File: config.mk
export PLATFORM = sky130hd
export DESIGN_NAME = multicycle_control_flat
export DESIGN_NICKNAME = d
export VERILOG_FILES = /design/src/rtl/multicycle_control_if.sv /design/src/rtl/multicycle_control.sv /design/src/flat_wrapper.sv
export SDC_FILE = /design/constraint.sdc
export NUM_CORES = 1
export LEC_CHECK = 0
export BUFFER_PORTS_ARGS = -buffer_cell sky130_fd_sc_hd__buf_2
export CAP_MARGIN = 20
export CORE_UTILIZATION = 35
export DETAILED_ROUTE_END_ITERATION = 12
export GPL_TIMING_DRIVEN = 0
export PLACE_DENSITY = 0.76
export SLEW_MARGIN = 20
export SYNTH_ARGS = -nofsm -noshare
export SYNTH_HDL_FRONTEND = slang
export SYNTH_SLANG_ARGS = --single-unit
File: constraint.sdc
create_clock -name clk -period 1.3 [get_ports clk]
set_clock_uncertainty 0.2 [all_clocks]
set_input_delay 0.065 -clock clk [delete_from_list [all_inputs] [get_ports clk]]
set_output_delay 0.065 -clock clk [all_outputs]
set_load 0.01 [all_outputs]
File: src/rtl/multicycle_control_if.sv
// Memory handshake between the multi-cycle controller and the shared instruction/data memory.
interface multicycle_control_if;
  logic MemRead;
  logic MemWrite;
  logic IorD;
  logic MemReady;

  modport master (output MemRead, output MemWrite, output IorD, input MemReady);
  modport slave  (input MemRead, input MemWrite, input IorD, output MemReady);
endinterface

File: src/rtl/multicycle_control.sv
// Multi-cycle MIPS controller (lw/sw/R-format/beq) with memory wait timeout and fault halt.
// Optional retired-instruction counter enabled by defining MC_RETIRE_CNT_EN.
module multicycle_control #(
  parameter int unsigned MEM_TIMEOUT = 0,
  parameter int unsigned TIMEOUT_W   = 8
) (
  input  logic                 clk,
  input  logic                 rst_n,
  input  logic [5:0]           Opcode,
  input  logic [5:0]           Funct,
  input  logic                 Zero,
  multicycle_control_if.master mem,
  output logic                 PCEn,
  output logic                 IRWrite,
  output logic                 MemToReg,
  output logic                 RegDst,
  output logic                 RegWrite,
  output logic                 ALUSrcA,
  output logic [1:0]           ALUSrcB,
  output logic                 PCSrc,
  output logic [3:0]           ALUcontrol,
  output logic [3:0]           State,
  output logic                 Halted,
  output logic [31:0]          Retired
);

  localparam int unsigned STATE_W = 4;

  typedef enum logic [STATE_W-1:0] {
    FETCH  = 4'd0,
    DECODE = 4'd1,
    MEMADR = 4'd2,
    MEMRD  = 4'd3,
    MEMWB  = 4'd4,
    MEMWR  = 4'd5,
    EXEC   = 4'd6,
    ALUWB  = 4'd7,
    BRANCH = 4'd8,
    HALT   = 4'd15
  } state_e;

  localparam logic [5:0] OP_LW  = 6'b100011;
  localparam logic [5:0] OP_SW  = 6'b101011;
  localparam logic [5:0] OP_R   = 6'b000000;
  localparam logic [5:0] OP_BEQ = 6'b000100;

  state_e               state_q, state_d;
  logic [TIMEOUT_W-1:0] wait_q, wait_d, wait_inc;
  logic                 mem_wait;
  logic                 funct_ok_c;
  logic [3:0]           alu_r_c;
  logic                 mem_read_c, mem_write_c, iord_c;

  // R-format function decode, shared by next-state and output logic
  always_comb begin
    funct_ok_c = 1'b1;
    alu_r_c    = 4'b0010;
    case (Funct)
      6'b100000: alu_r_c = 4'b0010;
      6'b100010: alu_r_c = 4'b0110;
      6'b100100: alu_r_c = 4'b0000;
      6'b100101: alu_r_c = 4'b0001;
      6'b101010: alu_r_c = 4'b0111;
      default:   funct_ok_c = 1'b0;
    endcase
  end

  always_ff @(posedge clk or negedge rst_n) begin
    if (!rst_n) begin
      state_q <= FETCH;
      wait_q  <= '0;
    end else begin
      state_q <= state_d;
      wait_q  <= wait_d;
    end
  end

  // The wait counter only survives a cycle spent stalling in a memory state,
  // so any state change (including entry to a memory state) clears it.
  always_comb begin
    state_d  = state_q;
    mem_wait = 1'b0;
    wait_inc = wait_q + TIMEOUT_W'(1);
    case (state_q)
      FETCH:  if (mem.MemReady) state_d = DECODE; else mem_wait = 1'b1;
      DECODE: begin
        if (Opcode == OP_LW || Opcode == OP_SW) state_d = MEMADR;
        else if (Opcode == OP_R)                state_d = EXEC;
        else if (Opcode == OP_BEQ)              state_d = BRANCH;
        else                                    state_d = HALT;
      end
      MEMADR: state_d = (Opcode == OP_LW) ? MEMRD : MEMWR;
      MEMRD:  if (mem.MemReady) state_d = MEMWB; else mem_wait = 1'b1;
      MEMWB:  state_d = FETCH;
      MEMWR:  if (mem.MemReady) state_d = FETCH; else mem_wait = 1'b1;
      EXEC:   state_d = funct_ok_c ? ALUWB : HALT;
      ALUWB:  state_d = FETCH;
      BRANCH: state_d = FETCH;
      HALT:   state_d = HALT;
      default: state_d = HALT;
    endcase
    wait_d = '0;
    if (mem_wait) begin
      wait_d = wait_inc;
      if (MEM_TIMEOUT != 0 && wait_inc == TIMEOUT_W'(MEM_TIMEOUT)) state_d = HALT;
    end
  end

  // Moore decode of datapath controls; write strobes are masked during reset
  always_comb begin
    PCEn        = 1'b0;
    iord_c      = 1'b0;
    mem_read_c  = 1'b0;
    mem_write_c = 1'b0;
    IRWrite     = 1'b0;
    MemToReg    = 1'b0;
    RegDst      = 1'b0;
    RegWrite    = 1'b0;
    ALUSrcA     = 1'b0;
    ALUSrcB     = 2'b00;
    PCSrc       = 1'b0;
    ALUcontrol  = 4'b0000;
    Halted      = 1'b0;
    case (state_q)
      FETCH: begin
        mem_read_c = 1'b1;
        ALUSrcB    = 2'b01;
        ALUcontrol = 4'b0010;
        IRWrite    = mem.MemReady;
        PCEn       = mem.MemReady;
      end
      DECODE: begin
        ALUSrcB    = 2'b11;
        ALUcontrol = 4'b0010;
      end
      MEMADR: begin
        ALUSrcA    = 1'b1;
        ALUSrcB    = 2'b10;
        ALUcontrol = 4'b0010;
      end
      MEMRD: begin
        iord_c     = 1'b1;
        mem_read_c = 1'b1;
      end
      MEMWB: begin
        MemToReg = 1'b1;
        RegWrite = 1'b1;
      end
      MEMWR: begin
        iord_c      = 1'b1;
        mem_write_c = 1'b1;
      end
      EXEC: begin
        ALUSrcA    = 1'b1;
        ALUcontrol = alu_r_c;
      end
      ALUWB: begin
        RegDst   = 1'b1;
        RegWrite = 1'b1;
      end
      BRANCH: begin
        ALUSrcA    = 1'b1;
        ALUcontrol = 4'b0110;
        PCSrc      = 1'b1;
        PCEn       = Zero;
      end
      HALT:    Halted = 1'b1;
      default: Halted = 1'b1;
    endcase
    if (!rst_n) begin
      PCEn        = 1'b0;
      mem_read_c  = 1'b0;
      mem_write_c = 1'b0;
      IRWrite     = 1'b0;
      RegWrite    = 1'b0;
    end
  end

  assign mem.MemRead  = mem_read_c;
  assign mem.MemWrite = mem_write_c;
  assign mem.IorD     = iord_c;
  assign State        = state_q;

`ifdef MC_RETIRE_CNT_EN
  logic        retire_c;
  logic [31:0] retired_q;

  assign retire_c = (state_q == MEMWB) || (state_q == ALUWB) || (state_q == BRANCH) ||
                    (state_q == MEMWR && mem.MemReady);

  always_ff @(posedge clk or negedge rst_n) begin
    if (!rst_n)        retired_q <= '0;
    else if (retire_c) retired_q <= retired_q + 32'd1;
  end

  assign Retired = retired_q;
`else
  assign Retired = '0;
`endif

endmodule

File: src/flat_wrapper.sv
// flat-port wrapper written by rule: the top's interface ports become plain ports
module multicycle_control_flat 
#(
  parameter int unsigned MEM_TIMEOUT = 0,
  parameter int unsigned TIMEOUT_W   = 8
)
  (clk, rst_n, Opcode, Funct, Zero, PCEn, IRWrite, MemToReg, RegDst, RegWrite, ALUSrcA, ALUSrcB, PCSrc, ALUcontrol, State, Halted, Retired, mem_MemRead, mem_MemWrite, mem_IorD, mem_MemReady);
  multicycle_control_if mem_i ();
  input  logic clk;
  input  logic rst_n;
  input  logic [5:0] Opcode;
  input  logic [5:0] Funct;
  input  logic Zero;
  output logic PCEn;
  output logic IRWrite;
  output logic MemToReg;
  output logic RegDst;
  output logic RegWrite;
  output logic ALUSrcA;
  output logic [1:0] ALUSrcB;
  output logic PCSrc;
  output logic [3:0] ALUcontrol;
  output logic [3:0] State;
  output logic Halted;
  output logic [31:0] Retired;
  output wire logic [$bits(mem_i.MemRead)-1:0] mem_MemRead;
  output wire logic [$bits(mem_i.MemWrite)-1:0] mem_MemWrite;
  output wire logic [$bits(mem_i.IorD)-1:0] mem_IorD;
  input wire logic [$bits(mem_i.MemReady)-1:0] mem_MemReady;
  assign mem_MemRead = mem_i.MemRead;
  assign mem_MemWrite = mem_i.MemWrite;
  assign mem_IorD = mem_i.IorD;
  assign mem_i.MemReady = mem_MemReady;
  multicycle_control #(.MEM_TIMEOUT(MEM_TIMEOUT), .TIMEOUT_W(TIMEOUT_W)) u_core (.clk(clk), .rst_n(rst_n), .Opcode(Opcode), .Funct(Funct), .Zero(Zero), .mem(mem_i), .PCEn(PCEn), .IRWrite(IRWrite), .MemToReg(MemToReg), .RegDst(RegDst), .RegWrite(RegWrite), .ALUSrcA(ALUSrcA), .ALUSrcB(ALUSrcB), .PCSrc(PCSrc), .ALUcontrol(ALUcontrol), .State(State), .Halted(Halted), .Retired(Retired));
endmodule
# After elaboration in Yosys (flattened, before gate mapping)
# Index checks and enable logic that the tools add are counted.
op_classes:
  mux: 29
  n_eq_ne: 19
  n_reduce_logical: 12
op_table:
  columns: ["cell", "count"]
  rows:
  - ["equality test 6 bit (second input constant)", 7]
  - ["case mux 4 bit (7 select lines)", 1]
  - ["2-to-1 mux 4 bit", 6]
  - ["equality test 4 x 3 -> 1 bit (second input constant)", 4]
  - ["2-to-1 mux 1 bit", 16]
  - ["case mux 3 bit (4 select lines)", 1]
  - ["case mux 3 bit (3 select lines)", 1]
  - ["OR reduction 3 bit", 3]
  - ["OR reduction 9 bit", 1]
  - ["equality test 4 x 2 -> 1 bit (second input constant)", 2]
  - ["equality test 6 x 3 -> 1 bit (second input constant)", 1]
  - ["zero test 6 bit", 1]
  - ["2-to-1 mux 3 bit", 2]
  - ["inequality test 2 bit (second input constant)", 3]
  - ["case mux 2 bit (3 select lines)", 1]
  - ["OR reduction 2 bit", 3]
  - ["OR reduction 5 bit", 1]
  - ["equality test 4 x 1 -> 1 bit (second input constant)", 1]
  - ["equality test 4 bit (second input constant)", 1]
  - ["zero test 4 bit", 1]
  - ["AND reduction 3 bit", 1]
  - ["case mux 1 bit (2 select lines)", 1]
  - ["logical OR 1 bit", 1]
word_totals:
  ff_bits: 4
  input_bits: 16
  wordCells: 61
  out_inout_bits: 53

# Depth between registers and ports, before layout
# Gate-level depths: netlist of run 1.
logic_depth:
  depth_word: 5
  ltp_mapped: 5
  mapped_depth_nobuf: 4

# Worst setup path before layout of run 1
# Ideal clock, no wire load.
synth_path:
  kind: "register to output"
  from: "reg u_core.state_q[1] (netlist: u_core.State[1])"
  to: "out IRWrite"
  setup_slack_ns: -0.230
  arrival_time_ns: 1.265
  stages_incl_launch_ff: 4
  required_ns: 1.035
  path_cell_list: "dfrtp_1 > buf_2 > buf_2 > nor4b_1"
synth_via:
  elab_chain_cells: 3
synth_lines:
  columns: ["element", "line_no", "source"]
  rows:
  - ["start: declaration", "multicycle_control.sv:47", "state_e state_q, state_d;"]
  - ["start signal: assignment", "multicycle_control.sv:73", "state_q <= state_d;"]
  - ["zero test 4 bit", "multicycle_control.sv:124", "case (state_q)"]
  - ["2-to-1 mux 1 bit", "multicycle_control.sv:124", null]
  - ["2-to-1 mux 1 bit", "multicycle_control.sv:170", "if (!rst_n) begin"]
  - ["end: declaration", "flat_wrapper.sv:15", "output logic IRWrite;"]
# Every way passes these cells.

# Worst setup path in the final report of run 1
layout_path:
  from: "reg u_core.state_q[2] (netlist: u_core.State[2])"
  to: "out ALUcontrol[2]"
layout_via:
  elab_chain_cells: 3
  word_cells_on_any_way: 7
  cone_classes: "eq/ne: 4; mux: 1; reduce/logical: 2"
layout_lines:
  columns: ["element", "line_no", "source"]
  rows:
  - ["equality test 4 x 2 -> 1 bit (tied with other cells)", "multicycle_control.sv:124", null]
  - ["OR reduction 3 bit (no source line)", null, null]
  - ["case mux 3 bit (3 select lines) (*)", "multicycle_control.sv:124", null]
  - ["end: declaration", "flat_wrapper.sv:22", "output logic [3:0] ALUcontrol;"]
# Every way passes the cells marked *; elsewhere a longest branch is shown, timed or not.

==> flow_metrics.tcl, run 1 <==
set metrics [dict create \
    cp_cell_sequence "buf_12, nor2_4, nand2_2, a21oi_2, buf_2" \
    wl_met1_um 1099 \
    gp_congestion 0.8273 \
    r2r_cells 5 \
    rsz0062_at_grt "true" \
    wirelength_um 3210 \
    numPortBuffers 35 \
    htreeDepth 1 \
    cts_made_buffers 3 \
    critPathMaxStageDelay_ns 0.48 \
    drtAntennaViolNets 0 \
    initial_core_util_pct 38.18 \
    finalMaxSlewViolations 0 \
    ctsRootBufferMaster "clkbuf_4" \
    synth_top_family_by_area "buffers and inverters" \
    num_vias 1164 \
    synth_ff_type "dfrtp_1" \
    path_clk_slew_ns 0.04 \
    arrival_ns 1.40 \
    crit_family "flip-flops" \
    synth_async_sr_flop_share_pct 100.0 \
    grt_usage_pct 19.23 \
    synth_area_leaders "buf_4 29%, dfrtp_1 12%, nor2_1 4.4%" \
    power.leakage_nw 0.8716 \
    dp_hpwl_um 1732 \
    drc_errors 0 \
    tightest_slew_ns 0.5914 \
    maxSlewHeadroom_pct 60.02 \
    crit_type "reg -> out" \
    dp.cells 216 \
    cp.depth 5 \
    antenna_cells 0 \
    cts_buffer_depth 2 \
    outcome "finished, violations left" \
    drive_above_1_share_pct 61.21 \
    vias_per_cell 4.810 \
    yosysTopAreaCell "buf_4" \
    worstSkewPairLatency_ns 0.24 \
    timing.final.ws_setup_ns -0.3670 \
    fin_crit_ns 1.667 \
    cts_tree "built" \
    grt_pass1_wl_um 3877 \
    grt_pass1_vias 897 \
    clock_sinks 4 \
    synth_cells 121 \
    wl_met3_um 334 \
    ff2ff_setup_slack_ns -0.30 \
    overflow 0 \
    endpoint_kind "output pin" \
    synth_compound_area_share_pct 22.24 \
    dr_wl_met2_um 1647 \
    peakVddDrop_uv 416.9 \
    die_y_um 51.60 \
    worstSetupStartpointType "flop" \
    hold_viol 0 \
    drv_cap 0 \
    period_share_pct 128.2 \
    synthSimpleGateAreaFrac_pct 28.49 \
    crit_end "ALUcontrol[2]" \
    crit_fanout 8 \
    largest_reg_flops 4 \
    critPathRequiredTime_ns 1.03 \
    avgRoutedWirePerCell_um 13.26 \
    yosys_warnings 0 \
    synth_mux_area_share_pct 0 \
    synthAdderAreaFrac_pct 1.163 \
    grt_max_degree 11 \
    final_cells 242 \
    setup_viol 20 \
    synth_edf_count 0 \
    dieArea_um2 2662 \
    core_region_area_um2 2255 \
    ios 69 \
    core.rowCount 17 \
    highest_layer "met4" \
    crit_start "u_core.State[2]" \
    violations "negative setup slack" \
    critPathSlowestCell "dfrtp_2" \
    drt_first_pass_iters 5 \
    path_buf_inv 2 \
    ys_ff_latch 4 \
    synth.top_cell.area_share_pct 28.78 \
    power_per_cell_area_nw_per_um2 284.6 \
    drtIter0Drc 40 \
    fin_nets 232 \
    dp_slack_ns -0.2747 \
    hp-class "in -> reg" \
    area_growth_pct 95.20 \
    fin_hold_ws_ns 0.05050 \
    rr_endpoint "u_core.State[2]" \
    yosys.area_share.xor_xnor_pct 2.035 \
    antenna_found_initial 0 \
    syn-cell-area_um2 860.8 \
    synthDistinctLibCells 38 \
    avgSynthCellArea_um2 7.114 \
    yosysSeqAreaShare_pct 11.63 \
    max_freq_mhz 599.9 \
    dieWidth_um 51.60 \
    rr_startpoint "u_core.State[3]" \
]
-- synth_stat cells, drive strengths merged, types with 2 or more instances --
library cell  number
a21o               2
a21oi              8
and2               4
buf               40
dfrtp              4
inv                3
nand2              6
nand2b             5
nand3              2
nor2              10
nor2b              2
nor3               7
nor4               2
nor4b              3
o211ai             2
o21ai              4
-- worst reg2reg max path, cell delays in order, from the launching register on --
cell and delay, ns:
dfrtp_1 0.38, buf_6 0.15, buf_4 0.15, a21o_1 0.18, a2111oi_4 0.28, o22ai_1 0.13
-- report_power, final --
part	switching, mW	internal [mW]	leakage (nW)
logic	0.0983	0.0969	0.823
registers	0	0.125	0.0347
clock network	0.0544	0.103	0.0138
total	0.153	0.326	0.872
-- worst min-delay path by stage --
stage                       startpoint              end  cells after the start
after CTS                    Opcode[4]  u_core.State[0]                      3
after global placement           rst_n  u_core.State[3]                      1
after global routing      mem_MemReady  u_core.State[0]                      4
after detailed placement         rst_n  u_core.State[3]                      1
final                     mem_MemReady  u_core.State[0]                      4
after floorplan                  rst_n  u_core.State[0]                      0
-- area by class of cell --
cell class,count,area (µm²)
Fill cell,150,574.3
Sequential cell,4,101.3
Multi-Input combinational cell,106,768.2
Clock buffer,3,22.52
Tap cell,28,35.03
Buffer,40,339.1
Inverter,3,17.52
Timing Repair Buffer,58,396.6
-- cell usage in the layout, fill, tap and decap left out, types with 2 or more instances in the layout --
cell	Yosys	final
o211ai_1	2	2
buf_6	0	12
nand2_1	6	4
a21oi_2	1	3
nand3_1	2	2
nand2b_1	5	5
nor3_2	0	5
nor2_1	10	6
buf_2	6	34
conb_1	1	33
a21oi_1	7	5
nor2_4	0	3
nor2b_1	2	2
o21ai_2	0	2
a21o_1	2	2
and2_1	3	2
buf_8	0	3
nor4b_1	3	2
dlygate4sd3_1	0	2
nor4_4	1	2
dfrtp_1	4	3
clkbuf_4	0	3
buf_4	33	46
-- stage by stage --
step	power, mW	cell area, µm²	util [%]	TNS (ns)
6_report	0.4782	1680	74.53	-5.713
5_1_grt	0.5053	1680	74.53	-6.523
4_1_cts	0.4691	1466	65.04	-4.436
3_5_place_dp	0.3040	1262	55.99	-2.658
3_3_place_gp	0.3020	1262	55.99	-2.163
2_1_floorplan	0.2613	1052	-	-0.6089
-- kinds of logic after synthesis --
family                     after synthesis
other                                    1
AOI/OAI and AO/OA                       27
xor gates and xnor gates                 2
and+or+nand+nor                         43
adders and majority gates                1
DFF                                      4
buffers and inverters                   43
-- per-layer routing --
| metal | vias up | GRT usage, % |
|---|---|---|
| met4 | 0 | 4.505 |
| met3 | 12 | 3.216 |
| met2 | 88 | 37.45 |
| met1 | 515 | 21.24 |
| li1 | 549 | - |
| met5 | - | 0 |
-- timing repair --
action | 4_1_cts | 5_1_grt
endpoints found under the setup margin | 20 | 20
endpoints found under the hold margin | 5 | 0
pin swaps | 11 | 15
resized for setup | 25 | 28
hold buffers | 2 | 0
buffers inserted | 10 | 11
Power figures use the tool's default switching activity.
==> run 2: changes to the inputs <==
--- a/config.mk
+++ b/config.mk
@@ -11,6 +11,7 @@
 export DETAILED_ROUTE_END_ITERATION = 12
 export GPL_TIMING_DRIVEN = 0
 export PLACE_DENSITY = 0.76
+export REMOVE_ABC_BUFFERS = 1
 export SLEW_MARGIN = 20
 export SYNTH_ARGS = -nofsm -noshare
 export SYNTH_HDL_FRONTEND = slang
==> run 2 against run 1 <==
  * The run still ends with negative setup slack left
  * Sequential cell count unchanged
  * Via count is 14% lower
  * Critical path depth shrank 1
  * Core utilization shrank 15 points
  * Register-to-register slack about the same
  * Critical path type unchanged
==> flow_metrics.tcl, run 2 (same netlist as run 1, synthesis figures left out) <==
set metrics [dict create \
    fin_area_um2 1350 \
    post-route-util_pct 59.88 \
    critPathRequiredTime_ns 1.03 \
    timing.final.ws_setup_ns -0.3528 \
    drt_first_pass_iters 4 \
    grt_pass1_wl_um 3788 \
    cts_buffer_depth 2 \
    cts_tree "built" \
    finalMaxSlewViolations 0 \
    whs_endpoint "u_core.State[0]" \
    dp_slack_ns -0.6083 \
    violations "negative setup slack" \
    drtAntennaViolNets 0 \
    setup_viol 22 \
    hold_depth 3 \
    grt_usage_pct 18.68 \
    drc_errors 0 \
    r2r_cells 4 \
    initial_core_util_pct 38.18 \
    dieArea_um2 2662 \
    arrival_ns 1.39 \
    rr_endpoint "u_core.State[2]" \
    rsz0062_at_grt "true" \
    cts_made_buffers 3 \
    max_freq_mhz 605.1 \
    endpoint_kind "output pin" \
    core_region_area_um2 2255 \
    power_per_cell_area_nw_per_um2 291.5 \
    hp-class "in -> reg" \
    peakVddDrop_uv 191.7 \
    gp_congestion 0.7399 \
    antenna_found_initial 0 \
    final.setup.tns_ns -5.605 \
    avgRoutedWirePerCell_um 12.82 \
    layout_common_cells "33 x conb_1, 32 x buf_2, 14 x buf_6, 14 x buf_4, 6 x nor2_1" \
    outcome "finished, violations left" \
    fin_crit_ns 1.653 \
    power.leakage_nw 0.6467 \
    grt_pass1_vias 850 \
    numPortBuffers 35 \
    ff2ff_setup_slack_ns -0.29 \
    fill_cells 197 \
    mostFrequentLayoutCell "conb_1" \
    crit_type "reg -> out" \
    num_vias 1000 \
    placed_area_um2 909.6 \
    ios 69 \
    period_share_pct 127.1 \
    dieWidth_um 51.60 \
    crit_fanout 8 \
    overflow 0 \
    worstSkewPairLatency_ns 0.23 \
    dp_hpwl_um 1349 \
    rr_startpoint "u_core.State[3]" \
    vias_per_cell 4.854 \
    worstHoldStart "Opcode[4]" \
    path_clk_slew_ns 0.04 \
    core.rowCount 17 \
    fin_nets 196 \
    area_growth_pct 56.83 \
    worstSetupStartpointType "flop" \
    drv_cap 0 \
    wirelength_um 2641 \
    drive_above_1_share_pct 53.93 \
    grt_max_degree 12 \
    ctsRootBufferMaster "clkbuf_4" \
    antenna_cells 0 \
    hold_viol 0 \
    clock_sinks 4 \
    largest_reg_flops 4 \
    htreeDepth 1 \
    crit_start "u_core.State[3]" \
    die_y_um 51.60 \
    drtIter0Drc 16 \
]
-- run 2: cell types whose count changed in the layout (fill, tap and decap cells not counted), sizes merged --
cell	change
buf	-36
-- run 2: worst max-delay path by stage --
| stage | end | cells after the start |
|---|---|---|
| 6_report | IRWrite | 4 |
| 5_1_grt | mem_MemWrite | 5 |
| 4_1_cts | MemToReg | 3 |
| 3_5_place_dp | u_core.State[2] | 4 |
| 3_3_place_gp | u_core.State[2] | 4 |
| 2_1_floorplan | u_core.State[2] | 4 |
-- run 2: critical path, stage by stage (launching register included) --
cell	delay [ns]
dfrtp_2	0.49
nor2_4	0.13
nand2_1	0.10
nor4b_2	0.26
buf_2	0.17
-- run 2: power breakdown --
group / internal [mW] / total [mW] / switching (mW)
registers: 0.125 / 0.125 / 0
logic: 0.0341 / 0.116 / 0.0817
clock network: 0.103 / 0.153 / 0.0495
-- run 2: metrics by stage --
step / instances / power, mW / hold slack [ns]
2_1_floorplan: 113 / 0.1871 / -0.4306
3_3_place_gp: 176 / 0.2280 / -0.3097
3_5_place_dp: 176 / 0.2294 / -0.3096
4_1_cts: 200 / 0.3859 / 0.03005
5_1_grt: 206 / 0.4120 / 0.07649
6_report: 206 / 0.3936 / 0.02993
-- run 2: area by class of cell --
type,count,area [µm²],area share [%]
multi-input combinational,106,726.9,53.85
timing repair buffer,62,442.9,32.81
sequential,4,107.6,7.970
tap,28,35.03,2.595
clock buffer,3,22.52,1.668
inverter,3,15.01,1.112
-- run 2: what timing repair did --
action | in CTS | in global routing
gates resized for setup | 35 | 19
setup buffers | 19 | 6
hold buffers | 2 | 0
endpoints found under the setup margin | 24 | 23
pin swaps | 16 | 6
hold endpoints to repair | 5 | 0
-- run 2: per-layer routing --
layer | GRT usage, % | wire length, µm | vias to the layer above
met5 | 0 | 0 | -
met4 | 6.306 | 52 | 0
met3 | 1.462 | 160 | 4
met2 | 35.71 | 1442 | 56
met1 | 21.42 | 986 | 465
li1 | - | - | 475
==> run 3: changes to the inputs <==
--- a/config.mk
+++ b/config.mk
@@ -7,10 +7,10 @@
 export LEC_CHECK = 0
 export BUFFER_PORTS_ARGS = -buffer_cell sky130_fd_sc_hd__buf_2
 export CAP_MARGIN = 20
-export CORE_UTILIZATION = 35
+export CORE_UTILIZATION = 30
 export DETAILED_ROUTE_END_ITERATION = 12
 export GPL_TIMING_DRIVEN = 0
-export PLACE_DENSITY = 0.76
+export PLACE_DENSITY_LB_ADDON = 0.08
 export REMOVE_ABC_BUFFERS = 1
 export SLEW_MARGIN = 20
 export SYNTH_ARGS = -nofsm -noshare
==> run 3 against run 2 <==
  * The run still ends with negative setup slack left
  * Hold slack lost 0.018 ns
  * Register-to-register slack is essentially flat
  * Via count up 1.3%
  * Total power is 0.11% higher
  * Clock-buffer cell count stayed put
  * Critical path depth unchanged
  * Highest routed layer unchanged
==> flow_metrics.tcl, run 3 (same netlist as run 1, synthesis figures left out) <==
set metrics [dict create \
    outcome "finished, violations left" \
    violations "negative setup slack" \
    wirelength_um 2677 \
    vias_per_cell 4.668 \
    fin_hold_ws_ns 0.01185 \
    drtAntennaViolNets 0 \
    crit_type "reg -> out" \
    drt_first_pass_iters 4 \
    endpoint_kind "output pin" \
    power.leakage_nw 0.7000 \
    drtIter0Drc 14 \
    grt_max_degree 11 \
    core.rowCount 19 \
    hold_viol 0 \
    ctsRootBufferMaster "clkbuf_4" \
    cts_buffer_depth 2 \
    gp_congestion 0.7538 \
    clock_sinks 4 \
    crit_family "flip-flops" \
    finalMaxSlewViolations 0 \
    fin_area_um2 1511 \
    period_share_pct 126.5 \
    initial_core_util_pct 31.49 \
    cts_tree "built" \
    power_per_cell_area_nw_per_um2 260.7 \
    grt_pass1_vias 897 \
    max_freq_mhz 608.1 \
    rsz0062_at_grt "true" \
    p_total_mw 0.3940 \
    numPortBuffers 35 \
    path_clk_slew_ns 0.04 \
    mostFrequentLayoutCell "conb_1" \
    ios 69 \
    num_vias 1013 \
    die_y_um 55.57 \
    grt_pass1_wl_um 4126 \
    fin_nets 204 \
    dp_hpwl_um 1391 \
    cts_made_buffers 3 \
    avgRoutedWirePerCell_um 12.34 \
    overflow 0 \
    core_region_area_um2 2734 \
    hp-class "in -> reg" \
    layout_common_cells "33 x conb_1, 31 x buf_2, 21 x buf_6" \
    cp_cell_sequence "buf_12, xor2_4, and2_1, buf_2" \
    antenna_found_initial 0 \
    setup_viol 24 \
    crit_fanout 5 \
    peakVddDrop_uv 182.4 \
    critPathRequiredTime_ns 1.03 \
    critPathMaxStageDelay_ns 0.52 \
    drv_cap 0 \
    largest_reg_flops 4 \
    dieArea_um2 3087 \
    arrival_ns 1.38 \
    area_growth_pct 75.58 \
    placed_area_um2 913.4 \
    drc_errors 0 \
    fin_crit_ns 1.644 \
    worstSkewPairLatency_ns 0.24 \
    drive_above_1_share_pct 60.75 \
    dieWidth_um 55.57 \
    critPathSlowestCell "dfrtp_4" \
    antenna_cells 0 \
    worstSetupStartpointType "flop" \
    grt_usage_pct 17.20 \
    htreeDepth 1 \
    path_buf_inv 2 \
    timing.final.ws_setup_ns -0.3444 \
]
==> run 3: cell types whose count changed in the layout (fill, tap and decap cells not counted), sizes merged <==
| cell | delta |
|---|---|
| buf | +9 |
| inv | -1 |
| dlygate4sd3 | -1 |
| clkinvlp | +1 |
==> run 3: layout make-up <==
cell class,count,area [µm²]
fill,264,1222
multi-input combinational,106,764.5
timing repair buffer,70,556.8
sequential,4,110.1
tap,31,38.79
clock buffer,3,22.52
inverter,3,18.77
==> run 3: repair_timing <==
item | in CTS | in global routing
buffers inserted | 24 | 11
hold endpoints to repair | 4 | 0
pin swaps | 19 | 8
hold buffers | 1 | 0
resized for setup | 51 | 26
setup endpoints to repair | 24 | 23
==> run 3: power by group <==
group          total, mW  leakage, nW  switching [mW]  internal (mW)
clock              0.156       0.0138          0.0523          0.103
combinational      0.113        0.651          0.0809         0.0322
sequential         0.125       0.0348               0          0.125
==> run 3: layer usage <==
metal / global-route usage, % / share of wire [%]
met2: 28.92 / 52
met1: 21.85 / 41
met3: 1.874 / 5.1
met5: 0 / 0
met4: 8.214 / 1.7
==> run 3: path summary, 6_finish.rpt <==
path                            startpoint  depth (start not counted)  slack [ns]               to
setup / recovery           u_core.State[0]                          4       -0.34       ALUSrcB[1]
hold / removal                mem_MemReady                          4        0.01  u_core.State[0]
setup reg to reg           u_core.State[0]                          4       -0.28  u_core.State[2]
hold reg to reg            u_core.State[2]                          3        0.60  u_core.State[3]
max in group asynchronous            rst_n                          2        0.64  u_core.State[1]
min in group asynchronous            rst_n                          2        0.06  u_core.State[0]
==> run 3: stage by stage <==
step / util (%) / instances / worst slack [ns] / setup TNS (ns)
CTS: 48.65 / 207 / -0.3169 / -5.559
global placement: 33.41 / 179 / -0.6371 / -7.033
floorplan: - / 113 / -0.4631 / -2.860
finish: 55.29 / 217 / -0.3444 / -6.101
detailed placement: 33.41 / 179 / -0.6717 / -7.303
global route: 55.29 / 217 / -0.3862 / -7.090
==> run 3: tightest hold or removal path, delay by kind of cell <==
kind | cells | cell delay [ns]
AOI/OAI and AO/OA | 3 | 0.17
buffers and inverters | 1 | 0.17
